--- src/rtl/ram_arb_pkg.sv ---
// rtl/ram_arb_pkg.sv - shared FSM encoding and port indices for the two-port RAM arbiter
package ram_arb_pkg;

    typedef enum logic [1:0] {
        IDLE  = 2'd0,
        ISSUE = 2'd1,
        WAIT  = 2'd2
    } state_t;

    localparam logic PORT_IFETCH = 1'b0;
    localparam logic PORT_DATA   = 1'b1;

    function automatic logic [1:0] port_onehot(input logic port);
        return port ? 2'b10 : 2'b01;
    endfunction

endpackage

--- src/rtl/ram_arb_grant.sv ---
// rtl/ram_arb_grant.sv - combinational one-hot grant from the two request valids and the last-grant bit
module ram_arb_grant
    import ram_arb_pkg::*;
(
    input  logic [1:0] valid,
    input  logic       last_grant,
    output logic [1:0] grant
);

    // On contention the port that did not win last time gets the grant.
    always_comb begin
        grant = 2'b00;
        case (valid)
            2'b01:   grant = port_onehot(PORT_IFETCH);
            2'b10:   grant = port_onehot(PORT_DATA);
            2'b11:   grant = port_onehot(~last_grant);
            default: grant = 2'b00;
        endcase
    end

endmodule

--- src/rtl/ram_arbiter.sv ---
// rtl/ram_arbiter.sv - two-master request sequencer in front of a single-port RAM; RAM_ARB_RR_EN selects round-robin arbitration
module ram_arbiter
    import ram_arb_pkg::*;
#(
    parameter int DATA_WIDTH = 8,
    parameter int ADDR_WIDTH = 4
) (
    input  logic                  i_clk,
    input  logic                  i_reset,

    input  logic                  i_req0_valid,
    input  logic                  i_req0_write,
    input  logic [ADDR_WIDTH-1:0] i_req0_address,
    input  logic [DATA_WIDTH-1:0] i_req0_data,
    output logic                  o_req0_ready,
    output logic                  o_rsp0_valid,
    output logic [DATA_WIDTH-1:0] o_rsp0_data,

    input  logic                  i_req1_valid,
    input  logic                  i_req1_write,
    input  logic [ADDR_WIDTH-1:0] i_req1_address,
    input  logic [DATA_WIDTH-1:0] i_req1_data,
    output logic                  o_req1_ready,
    output logic                  o_rsp1_valid,
    output logic [DATA_WIDTH-1:0] o_rsp1_data,

    output logic                  o_ram_read,
    output logic                  o_ram_write,
    output logic [ADDR_WIDTH-1:0] o_ram_address,
    output logic [DATA_WIDTH-1:0] o_ram_data,
    input  logic                  i_ram_done,
    input  logic [DATA_WIDTH-1:0] i_ram_data
);

    state_t                  state;
    logic                    owner;
    logic                    cur_write;
    logic [1:0]              req_valid;
    logic [1:0]              grant;
    logic                    last_grant;
    logic                    grant_port;
    logic                    handshake;
    logic                    sel_write;
    logic [ADDR_WIDTH-1:0]   sel_address;
    logic [DATA_WIDTH-1:0]   sel_data;

    assign req_valid = {i_req1_valid, i_req0_valid};

`ifdef RAM_ARB_RR_EN
    // Reset value makes port 0 the winner of the first contended grant.
    always_ff @(posedge i_clk) begin
        if (i_reset) begin
            last_grant <= PORT_DATA;
        end else if (handshake) begin
            last_grant <= grant_port;
        end
    end
`else
    assign last_grant = PORT_DATA;
`endif

    ram_arb_grant u_grant (
        .valid      (req_valid),
        .last_grant (last_grant),
        .grant      (grant)
    );

    assign o_req0_ready = (state == IDLE) & grant[PORT_IFETCH];
    assign o_req1_ready = (state == IDLE) & grant[PORT_DATA];
    assign handshake    = o_req0_ready | o_req1_ready;
    assign grant_port   = grant[PORT_DATA];

    assign sel_write   = grant_port ? i_req1_write   : i_req0_write;
    assign sel_address = grant_port ? i_req1_address : i_req0_address;
    assign sel_data    = grant_port ? i_req1_data    : i_req0_data;

    // Strobes are registered on the handshake edge so they are high exactly while state is ISSUE.
    always_ff @(posedge i_clk) begin
        if (i_reset) begin
            state         <= IDLE;
            owner         <= PORT_IFETCH;
            cur_write     <= 1'b0;
            o_ram_read    <= 1'b0;
            o_ram_write   <= 1'b0;
            o_ram_address <= '0;
            o_ram_data    <= '0;
            o_rsp0_valid  <= 1'b0;
            o_rsp1_valid  <= 1'b0;
            o_rsp0_data   <= '0;
            o_rsp1_data   <= '0;
        end else begin
            o_ram_read   <= 1'b0;
            o_ram_write  <= 1'b0;
            o_rsp0_valid <= 1'b0;
            o_rsp1_valid <= 1'b0;
            case (state)
                IDLE: begin
                    if (handshake) begin
                        owner         <= grant_port;
                        cur_write     <= sel_write;
                        o_ram_address <= sel_address;
                        o_ram_data    <= sel_data;
                        o_ram_read    <= ~sel_write;
                        o_ram_write   <= sel_write;
                        state         <= ISSUE;
                    end
                end
                ISSUE: begin
                    state <= WAIT;
                end
                WAIT: begin
                    if (i_ram_done) begin
                        state <= IDLE;
                        if (owner == PORT_DATA) begin
                            o_rsp1_valid <= 1'b1;
                            if (!cur_write) begin
                                o_rsp1_data <= i_ram_data;
                            end
                        end else begin
                            o_rsp0_valid <= 1'b1;
                            if (!cur_write) begin
                                o_rsp0_data <= i_ram_data;
                            end
                        end
                    end
                end
                default: begin
                    state <= IDLE;
                end
            endcase
        end
    end

endmodule
--- config.mk ---
export PLATFORM = sky130hd
export DESIGN_NAME = ram_arbiter
export DESIGN_NICKNAME = d
export VERILOG_FILES = /design/src/rtl/ram_arb_pkg.sv /design/src/rtl/ram_arb_grant.sv /design/src/rtl/ram_arbiter.sv
export SDC_FILE = /design/constraint.sdc
export NUM_CORES = 1
export LEC_CHECK = 0
export ABC_AREA = 1
export BUFFER_PORTS_ARGS = -buffer_cell sky130_fd_sc_hd__clkbuf_2
export CORE_ASPECT_RATIO = 0.8
export CORE_UTILIZATION = 45
export CTS_CLUSTER_DIAMETER = 100
export DETAILED_ROUTE_END_ITERATION = 10
export GPL_TIMING_DRIVEN = 0
export HOLD_SLACK_MARGIN = 0.08
export PLACE_DENSITY_LB_ADDON = 0.3
export SETUP_SLACK_MARGIN = 0.15
export SLEW_MARGIN = 20
export SYNTH_ARGS = -nofsm -noshare
export SYNTH_HDL_FRONTEND = slang
export SYNTH_SLANG_ARGS = --single-unit
--- constraint.sdc ---
create_clock -name i_clk -period 2.6 [get_ports i_clk]
set_clock_uncertainty 0.1 [all_clocks]
set_input_delay 0.26 -clock i_clk [delete_from_list [all_inputs] [get_ports i_clk]]
set_output_delay 0.26 -clock i_clk [all_outputs]
set_load 0.01 [all_outputs]
==> metrics.md <==
| Metric | Value |
|---|---|
| Max transition margin | 83.2% |
| H-tree Lvls | 2 |
| Final nets | 341 |
| Status | finished clean |
| Antenna diodes | 0 |
| CP max stage cell | dfxtp_1 |
| Hold Crit Class | primary input to flip-flop |
| Hold buffer count at cts | 0 |
| Root buf cell | clkbuf_8 |
| Peak Freq | between 600 and 700 MHz |
| First-pass GRT wire length | 5480 um |
| VDD IR max | about 0.32 mV |
| Core area | around 3200 um^2 |
| Starting DRC count in detailed routing | 47 |
| Sequential Power Share | 52.1% |
| Synth Instances | 223 |
| Num CTS Buffers | 5 |
| Initial Utilization | 48.4% |
| RSZ-0062 raised after global routing | no |
| Vias in the first global route | 1,292 |
| Lkg Pwr | 1.13 nW |
| Combinational share of power | 16.3% |
| Internal | 0.000846 W |
| Sequential-to-total area share from yosys stat | 46.9% |
| Max-slew violations | 0 |
| Vias per cell | 4.51 |
| Synth Net Count | around 260 |
| GRT overflow | 0 |
| Worst Path Arrival | ~1.1 ns |
| CP max stage delay | 0.37 ns |
| Vias | 1,542 |
| Largest net degree at the start of global routing | 11 |
| Clock Path Buffers | 2 |
| Crit end category | output pin |
| Die height | 54.3 um |
| Yosys cell types | 16 |
| Clock Power Share | 31.5% |
| Number of cells upsized or downsized after cts | 0 |
| Post-route setup slack | between 1 and 1.5 ns |
| CP Cell Sequence | nor2_2 -> nand3_1 -> inv_1 -> clkbuf_2 |
| Post-route cell area | 2030 um^2 |
| Crit path required time | 2.24 ns |
| Final Hold Viols | 0 |
| Initial antenna violation count | 0 |
| Area after DPL | 1950 um^2 |
| Die width | 67.4 um |
| Top cell type's share of synthesized area | 46.9% |
| Post-route antenna net violation count | 0 |
| NetSw | 0.000307 W |
| # IOs | 73 |
| Die area | 3660 um^2 |
| Avg Inst Size Synth | 6.90 um^2 |
| Netlist area before placement | approximately 1500 um^2 |
| Max-Cap Viols | 0 |
| Clock Pin Slew Worst Setup and Hold Paths | roughly 0.07 ns |
| CP Class | flip-flop to output pin |
| Clk_lat worst skew | 0.28 ns |
| Clock sinks | 36 |
| Delay-heaviest family, CP | flip-flops |
| TritonCTS clock tree | done |
| Commonest cells after routing, fill and taps aside | 103 x nand2_1, 72 x clkbuf_2, 36 x dfxtp_1 |
| FF+latch count, synth | 36 |
| Critical path buffers and inverters | 2 |
| FP Rows | 18 |
| Setup TNS | 0 ns |
| Crit share post-route | 56.5% |
| Routed wire length | between 3000 and 4000 um |
| Min Clock Period, post-route | 1.47 ns |
| Crit-path max FO | 5 |
| Area contributors post-synth | dfxtp_1 47%, nand2_1 25%, nor2_1 7.1% |
| Startpoint types | flip-flop |
| Setup violators final | 0 |
| Synth warnings | 0 |
| Setup Fix Bufs, Post-CTS | 0 |
| Syn-to-layout area delta | 31.7% |
| Synth area leader | dfxtp_1 |
| Input/output buffers | 72 |
| Pre-antenna DRT Iters | 4 |
| Place WS | 1.13 ns |
| # DRC | 0 |
| Sw Ratio | approximately a quarter |
| Share of layout cells above drive strength 1 | 32.8% |
| Worst Max-Slew Pin Slew | 0.251 ns |
| Post-DP HPWL | 2400 um |
| Total track usage | 20.5% |
| Most common cell after layout, fill and taps aside | nand2_1 |
| RePlAce Congestion | 0.744 |
| P per Cell Area | around 570 nW/um^2 |
| Average wire per standard cell | 9.45 um |
[area by class of cell]
class                           instances  area (um^2)
Timing Repair Buffer                   72          360
Clock inverter                          1         5.00
Fill cell                             325         1150
Clock buffer                            6         72.6
Tap cell                               40         50.0
Buffer                                  8         61.3
Inverter                               16         60.1
Sequential cell                        36          721
Multi-Input combinational cell        163          696
[flip-flops by register name (all words and copies together), names as in the netlist, 2 cells and up]
name	flops
o_rsp0_data	8
o_ram_data	8
o_rsp1_data	8
o_ram_address	4
state	2
[power groups by stage]
stage | Sequential, W | Combinational, W | Clock, W
2_1_floorplan | 0.000625 | 0.0000996 | 0
3_3_place_gp | 0.000612 | 0.000188 | 0
3_5_place_dp | 0.000614 | 0.000190 | 0
4_1_cts | 0.000601 | 0.000191 | 0.000379
5_1_grt | 0.000605 | 0.000216 | 0.000404
6_report | 0.000601 | 0.000188 | 0.000364
[per-stage QoR]
step / cells / hold slack [ns] / utilization, % / total power [W]
5_1_grt: 342 / 0.155 / 63.8 / 0.00122
2_1_floorplan: 223 / 0.229 / - / 0.000724
3_3_place_gp: 335 / 0.328 / 61.3 / 0.000801
4_1_cts: 342 / 0.141 / 63.8 / 0.00117
6_report: 342 / 0.149 / 63.8 / 0.00115
3_5_place_dp: 335 / 0.332 / 61.3 / 0.000804
[cell usage after synthesis, drive strengths merged]
cell type	n
nand3	15
buf	8
nor3	4
a21oi	1
nor2	38
dfxtp	36
nand2	103
o21a	1
inv	16
o21ai	1
[path summary, 6_finish.rpt]
path	start	end	slack, ns	cells after the start
setup reg to reg	state[1]	o_rsp0_data[3]	1.27	6
setup / recovery	state[1]	o_req1_ready	1.13	4
hold reg to reg	o_ram_address[0]	o_ram_address[0]	0.34	2
hold / removal	i_reset	owner	0.15	2
[kinds of logic (layout without fill, tap and decap cells)]
logic type	Yosys count	after routing	synth area share, %
AND/OR/NAND/NOR	160	160	43.9
flip-flops	36	36	46.9
buffers and inverters	24	103	7.89
AO/OA/AOI/OAI	3	3	1.38
[routing by layer]
layer	track usage (%)	vias to the layer above	share of wire (%)
met5	0	-	0
met2	32.0	38	46
li1	-	829	-
met1	26.1	673	48
met4	6.38	0	0.40
met3	7.92	2	4.9
Note: power is estimated with default switching activity, not from simulation.
